===== config.mk =====
export PLATFORM = sky130hd
export DESIGN_NAME = seg_bus_decoder
export DESIGN_NICKNAME = d
export VERILOG_FILES = /design/src/rtl/seg_bus_pkg.sv /design/src/rtl/seg_pattern_decode.sv /design/src/rtl/seg_bus_decoder.sv
export SDC_FILE = /design/constraint.sdc
export NUM_CORES = 1
export LEC_CHECK = 0
export ABC_AREA = 1
export BUFFER_PORTS_ARGS = -buffer_cell sky130_fd_sc_hd__buf_2
export CAP_MARGIN = 10
export CORE_ASPECT_RATIO = 1.25
export CORE_MARGIN = 2
export CORE_UTILIZATION = 40
export CTS_CLUSTER_DIAMETER = 40
export DETAILED_ROUTE_END_ITERATION = 8
export PLACE_DENSITY_LB_ADDON = 0.12
export SLEW_MARGIN = 20
export SYNTH_ARGS = -nofsm -noshare
export SYNTH_HDL_FRONTEND = slang
export SYNTH_SLANG_ARGS = --single-unit

===== constraint.sdc =====
create_clock -name clk -period 5.1 [get_ports clk]
set_clock_uncertainty 0.05 [all_clocks]
set_input_delay 0.765 -clock clk [delete_from_list [all_inputs] [get_ports clk]]
set_output_delay 0.765 -clock clk [all_outputs]
set_load 0.05 [all_outputs]

===== src/rtl/seg_bus_pkg.sv =====
// rtl/seg_bus_pkg.sv - segment pattern and nibble constants for the display bus decoder
package seg_bus_pkg;

    // Active-high segment patterns, bit0=a ... bit6=g
    localparam logic [6:0] SEG_0     = 7'h3F;
    localparam logic [6:0] SEG_1     = 7'h06;
    localparam logic [6:0] SEG_2     = 7'h5B;
    localparam logic [6:0] SEG_3     = 7'h4F;
    localparam logic [6:0] SEG_4     = 7'h66;
    localparam logic [6:0] SEG_5     = 7'h6D;
    localparam logic [6:0] SEG_6     = 7'h7D;
    localparam logic [6:0] SEG_7     = 7'h07;
    localparam logic [6:0] SEG_8     = 7'h7F;
    localparam logic [6:0] SEG_9     = 7'h67;
    localparam logic [6:0] SEG_9_ALT = 7'h6F;
    localparam logic [6:0] SEG_BLANK = 7'h00;
    localparam logic [6:0] SEG_LO    = 7'h5C;

    // Nibbles reported for the two non-numeric glyphs
    localparam logic [3:0] NIB_BLANK = 4'hA;
    localparam logic [3:0] NIB_LO    = 4'hF;

endpackage


===== src/rtl/seg_pattern_decode.sv =====
// rtl/seg_pattern_decode.sv - combinational 7-segment pattern to nibble decoder
module seg_pattern_decode
    import seg_bus_pkg::*;
(
    input  logic [6:0] pattern,
    output logic       known,
    output logic       blank,
    output logic [3:0] nibble
);

    // Map each recognised glyph to its code; anything else is flagged unknown
    always_comb begin
        known  = 1'b1;
        blank  = 1'b0;
        nibble = 4'h0;
        case (pattern)
            SEG_0:     nibble = 4'h0;
            SEG_1:     nibble = 4'h1;
            SEG_2:     nibble = 4'h2;
            SEG_3:     nibble = 4'h3;
            SEG_4:     nibble = 4'h4;
            SEG_5:     nibble = 4'h5;
            SEG_6:     nibble = 4'h6;
            SEG_7:     nibble = 4'h7;
            SEG_8:     nibble = 4'h8;
            SEG_9:     nibble = 4'h9;
            SEG_9_ALT: nibble = 4'h9;
            SEG_BLANK: begin
                nibble = NIB_BLANK;
                blank  = 1'b1;
            end
            SEG_LO:    nibble = NIB_LO;
            default:   known  = 1'b0;
        endcase
    end

endmodule


===== src/rtl/seg_bus_decoder.sv =====
// rtl/seg_bus_decoder.sv - multiplexed 7-segment bus receiver and frame assembler
module seg_bus_decoder
    import seg_bus_pkg::*;
#(
    parameter int NUM_DIGITS    = 4,
    parameter int STABLE_CYCLES = 16
) (
    input  logic                    clk,
    input  logic                    reset,
    input  logic [6:0]              seg_n,
    input  logic [NUM_DIGITS-1:0]   dig_sel_n,
    output logic [4*NUM_DIGITS-1:0] value_bcd,
    output logic [NUM_DIGITS-1:0]   blank_mask,
    output logic                    value_valid,
    output logic                    code_err
);

    localparam int SW = NUM_DIGITS + 7;
    localparam int CW = $clog2(STABLE_CYCLES + 1);
    localparam logic [CW-1:0] CNT_MAX = CW'(STABLE_CYCLES);
    localparam logic [CW-1:0] CNT_PRE = CW'(STABLE_CYCLES - 1);

    logic [SW-1:0]           sync1;
    logic [SW-1:0]           sync2;
    logic [SW-1:0]           samp;
    logic [SW-1:0]           prev_samp;
    logic [CW-1:0]           cnt;
    logic [NUM_DIGITS-1:0]   strobe;
    logic [6:0]              segs;
    logic                    one_hot;
    logic                    stable;
    logic                    capture;
    logic                    dec_known;
    logic                    dec_blank;
    logic [3:0]              dec_nibble;
    logic [4*NUM_DIGITS-1:0] shadow_nib;
    logic [NUM_DIGITS-1:0]   shadow_blank;
    logic [NUM_DIGITS-1:0]   mask;
    logic                    frame_done;
    logic [NUM_DIGITS-1:0]   mask_base;

    // Two-stage synchroniser on the raw (active-low) bus
    always_ff @(posedge clk or posedge reset) begin
        if (reset) begin
            sync1 <= '0;
            sync2 <= '0;
        end else begin
            sync1 <= {dig_sel_n, seg_n};
            sync2 <= sync1;
        end
    end

    assign samp    = ~sync2;
    assign strobe  = samp[SW-1:7];
    assign segs    = samp[6:0];
    assign one_hot = $onehot(strobe);
    assign stable  = one_hot && (samp == prev_samp);
    // Capture exactly once, on the step into saturation
    assign capture = stable && (cnt == CNT_PRE);

    // Stability counter: runs while the one-hot sample repeats, saturates at the threshold
    always_ff @(posedge clk or posedge reset) begin
        if (reset) begin
            prev_samp <= '0;
            cnt       <= '0;
        end else begin
            prev_samp <= samp;
            if (!stable) begin
                cnt <= '0;
            end else if (cnt != CNT_MAX) begin
                cnt <= cnt + CW'(1);
            end
        end
    end

    seg_pattern_decode u_decode (
        .pattern (segs),
        .known   (dec_known),
        .blank   (dec_blank),
        .nibble  (dec_nibble)
    );

    assign frame_done = &mask;
    // A completed frame hands off this cycle, so a simultaneous capture starts from empty
    assign mask_base  = frame_done ? '0 : mask;

    // Shadow/mask assembly and publication of completed frames
    always_ff @(posedge clk or posedge reset) begin
        if (reset) begin
            shadow_nib   <= '0;
            shadow_blank <= '0;
            mask         <= '0;
            value_bcd    <= '0;
            blank_mask   <= '0;
            value_valid  <= 1'b0;
            code_err     <= 1'b0;
        end else begin
            value_valid <= 1'b0;
            code_err    <= 1'b0;
            mask        <= mask_base;
            if (frame_done) begin
                value_bcd   <= shadow_nib;
                blank_mask  <= shadow_blank;
                value_valid <= 1'b1;
            end
            if (capture) begin
                if (dec_known) begin
                    for (int i = 0; i < NUM_DIGITS; i++) begin
                        if (strobe[i]) begin
                            shadow_nib[4*i +: 4] <= dec_nibble;
                            shadow_blank[i]      <= dec_blank;
                        end
                    end
                    mask <= mask_base | strobe;
                end else begin
                    code_err     <= 1'b1;
                    mask         <= '0;
                    shadow_nib   <= '0;
                    shadow_blank <= '0;
                end
            end
        end
    end

endmodule


==> key figures <==
Hold path
  – Hold Crit Start: sync1[5]
  – Hold depth: 0
  – HP Class: register to register

Yosys
  – Yosys warns: 0
  – Cells after Synth: 411
  – Syn_nets: 430
  – Flops & latches, synth: 84
  – Mean Syn Cell Area: 8.66 um2
  – Register area share after synthesis: 59.1%
  – Count of cell types in the netlist: 23
  – Synthesized area: 0.00356 mm2

Clock tree
  – Hold bufs inserted after CTS: 0
  – CTS tree: yes
  – CTS Sinks: 84
  – Worst-Skew Late Latency: 350 ps
  – Reg clk slew, reported paths: 80 ps
  – Cts repair resizes: 0
  – Max Root-Sink Buffers: 2
  – H-tree Lvls: 3
  – Postcts setup bufs: 0
  – Root buffer cell: clkbuf_8
  – TritonCTS Buffers: 9

Global routing
  – Initial antenna violation count: 0
  – First-pass GRT wire length: 11.5 mm
  – Vias in the first global route: 2584
  – Largest net degree at the start of global routing: 54
  – GRT Overall Usage: 15.5%
  – Grt ovf: 0

Job
  – Max-Cap Viols: 0

Floorplanning
  – # rows: 38
  – Die area: 0.00967 mm2
  – Die W: 88.4 um
  – Core box area: 0.00865 mm2
  – # IOs: 35
  – Initial Util: 41.1%
  – Die height: 109 um

Power
  – Power per cell area: 287 mW/mm2
  – Max VDD drop: 0.000163 V
  – Clock power frac: 35.0%
  – NetSw: 0.279 mW
  – Pleak: 2.33 nW
  – Int Pwr: 0.867 mW
  – Logic gate share of total power: 4.9%
  – Reg power frac: 60.1%
  – Net Sw Frac: 24.3%

Drt
  – Routed Antenna Nets: 0
  – Routed via count: 2565
  – Initial DRC Count: 82
  – Via density per instance: 4.48
  – Routed WL per cell: 11.2 um
  – Final wirelength: 6.43 mm
  – Drt pass-1 iters: 4
  – Drc violations: 0

Placed design
  – Gp weighted congestion: 0.858
  – Detailed placer's ending HPWL: 4.76 mm
  – Worst slack, placed: 2330 ps
  – Placed Cells: 558
  – Port bufs: 34

Final layout
  – Seq. cell area: 0.00210 mm2
  – Final Util: 46.1%
  – Ratio of cells with drive above 1 in the final layout: 14.8%
  – Synth-to-Final Area Change: 12.2%
  – NumNets Final: 468
  – Most frequent cells in the layout: nand2_1 (162), dfrtp_1 (84), nand3_1 (45)
  – Fin cells: 573
  – Multi-input gate area: 0.00123 mm2
  – Commonest non-fill, non-tap cell in the layout: nand2_1
  – Final-layout fill cell count: 887
  – Antenna cells: 0

Critical path
  – CP most frequent cell: nand2_1
  – Crit path max-delay family: simple AND/OR/NAND/NOR gates
  – Crit-path max cell delay: 540 ps
  – Critical Path RT: 5290 ps
  – Origin of the critical flop-to-flop path: sync2[7]
  – Slowest CP cell: fa_1
  – CP max FO: 9
  – Worst setup path start: sync2[7]
  – Crit start category: register
  – Worst Path Buf+Inv: 2
  – WS Path Type: register to register
  – WP depth: 14
  – CP Data Arrival Time: 2970 ps
  – CP Capture Type: register
  – Critical path, cell by cell: fa_1, inv_1, ha_1, ha_1, inv_1, nand2_1, nor2_1, nand2_1, nor2_1, nand3_4, nor2_8, nand2_1, nand3_1, nand2_1
  – Reg2Reg Depth: 14

Timing
  – Count of final max-slew check failures: 0
  – Min cycle time layout: 2780 ps
  – Final period utilization: 54.5%
  – Setup WS post-layout: 2320 ps
  – Fmax: 0.360 GHz
  – Unrepaired setup endpoints after global routing: false
  – Hold Fails Final Rpt: 0
  – # setup viols final: 0
  – Worst slew margin: 34.6%
  – Post-route setup TNS: 0 ps
  – Worst-Margin Slew: 977 ps
  – Final Hold Slack: 300 ps

Run status
  – Outcome: finished clean
-- cell families (layout without fill, tap and decap cells) --
group                    Yosys count  in the layout  synth area share [%]
AND/OR/NAND/NOR                  262            262                  31.4
flip-flops                        84             84                  59.1
AO/OA/AOI/OAI                      5              5                 0.703
buffers and inverters             53             95                  6.26
XOR/XNOR                           1              1                 0.246
adder cells (fa/ha/maj)            6              6                  2.32
-- synthesized netlist by cell type --
master,instances,area [um2]
nand3_1,45,225
nor3_1,2,10.0
dfrtp_1,84,2100
buf_6,3,33.8
nor2_8,1,20.0
nor2_1,37,139
nand2_2,2,12.5
inv_2,7,26.3
nor2_2,4,25.0
fa_1,1,20.0
nand3_4,1,17.5
ha_1,5,62.6
nor4_1,1,6.26
inv_1,38,143
buf_2,1,5.00
nor2_4,1,11.3
and2_1,1,6.26
a21oi_1,5,25.0
nand4_1,4,25.0
nand2_1,162,608
clkbuf_1,4,15.0
xor2_1,1,8.76
nand2_4,1,11.3
-- power groups by stage --
stage	clock, mW	combinational (mW)	sequential, mW
floorplan	0	0.0436	0.699
global placement	0	0.0585	0.701
detailed placement	0	0.0588	0.702
CTS	0.418	0.0589	0.689
global route	0.443	0.0689	0.691
finish	0.401	0.0566	0.689
-- stage by stage --
stage	instance area [um2]	total power, mW
final	3990	1.15
after global routing	3990	1.20
after CTS	3990	1.17
after detailed placement	3830	0.761
after global placement	3830	0.760
after floorplan	3560	0.743
-- flip-flops by register name, summed over array words and instances, names as in the netlist --
| register | count |
|---|---|
| mask | 4 |
| sync1 | 11 |
| cnt | 5 |
| value_valid | 1 |
| shadow_nib | 16 |
| value_bcd | 16 |
| code_err | 1 |
| blank_mask | 4 |
| shadow_blank | 4 |
| prev_samp | 11 |
| sync2 | 11 |
-- routing by layer --
layer,wire length [um],up-vias,track usage (%)
met5,0,-,0
met2,3110,40,25.2
li1,-,1343,-
met1,2960,1173,19.6
met3,232,9,4.05
met4,127,0,6.49
-- final cells by class --
cell class	instances	share of cell area (%)
well taps	120	3.76
flip-flops and latches	84	52.7
repair buffers	35	4.45
clock buffers	10	3.20
clock inverters	5	0.752
multi-input cells	274	30.9
inverters	45	4.26
-- path summary, 6_finish.rpt --
| kind | endpoint | slack (ps) |
|---|---|---|
| min in group asynchronous | value_bcd[8] | 370 |
| max in group asynchronous | cnt[2] | 3600 |
| worst max register to register | shadow_nib[6] | 2320 |
| worst min register to register | sync2[5] | 300 |
| worst min-delay path | sync2[5] | 300 |
| worst max-delay path | shadow_nib[6] | 2320 |
Note: power is estimated with default switching activity, not from simulation.
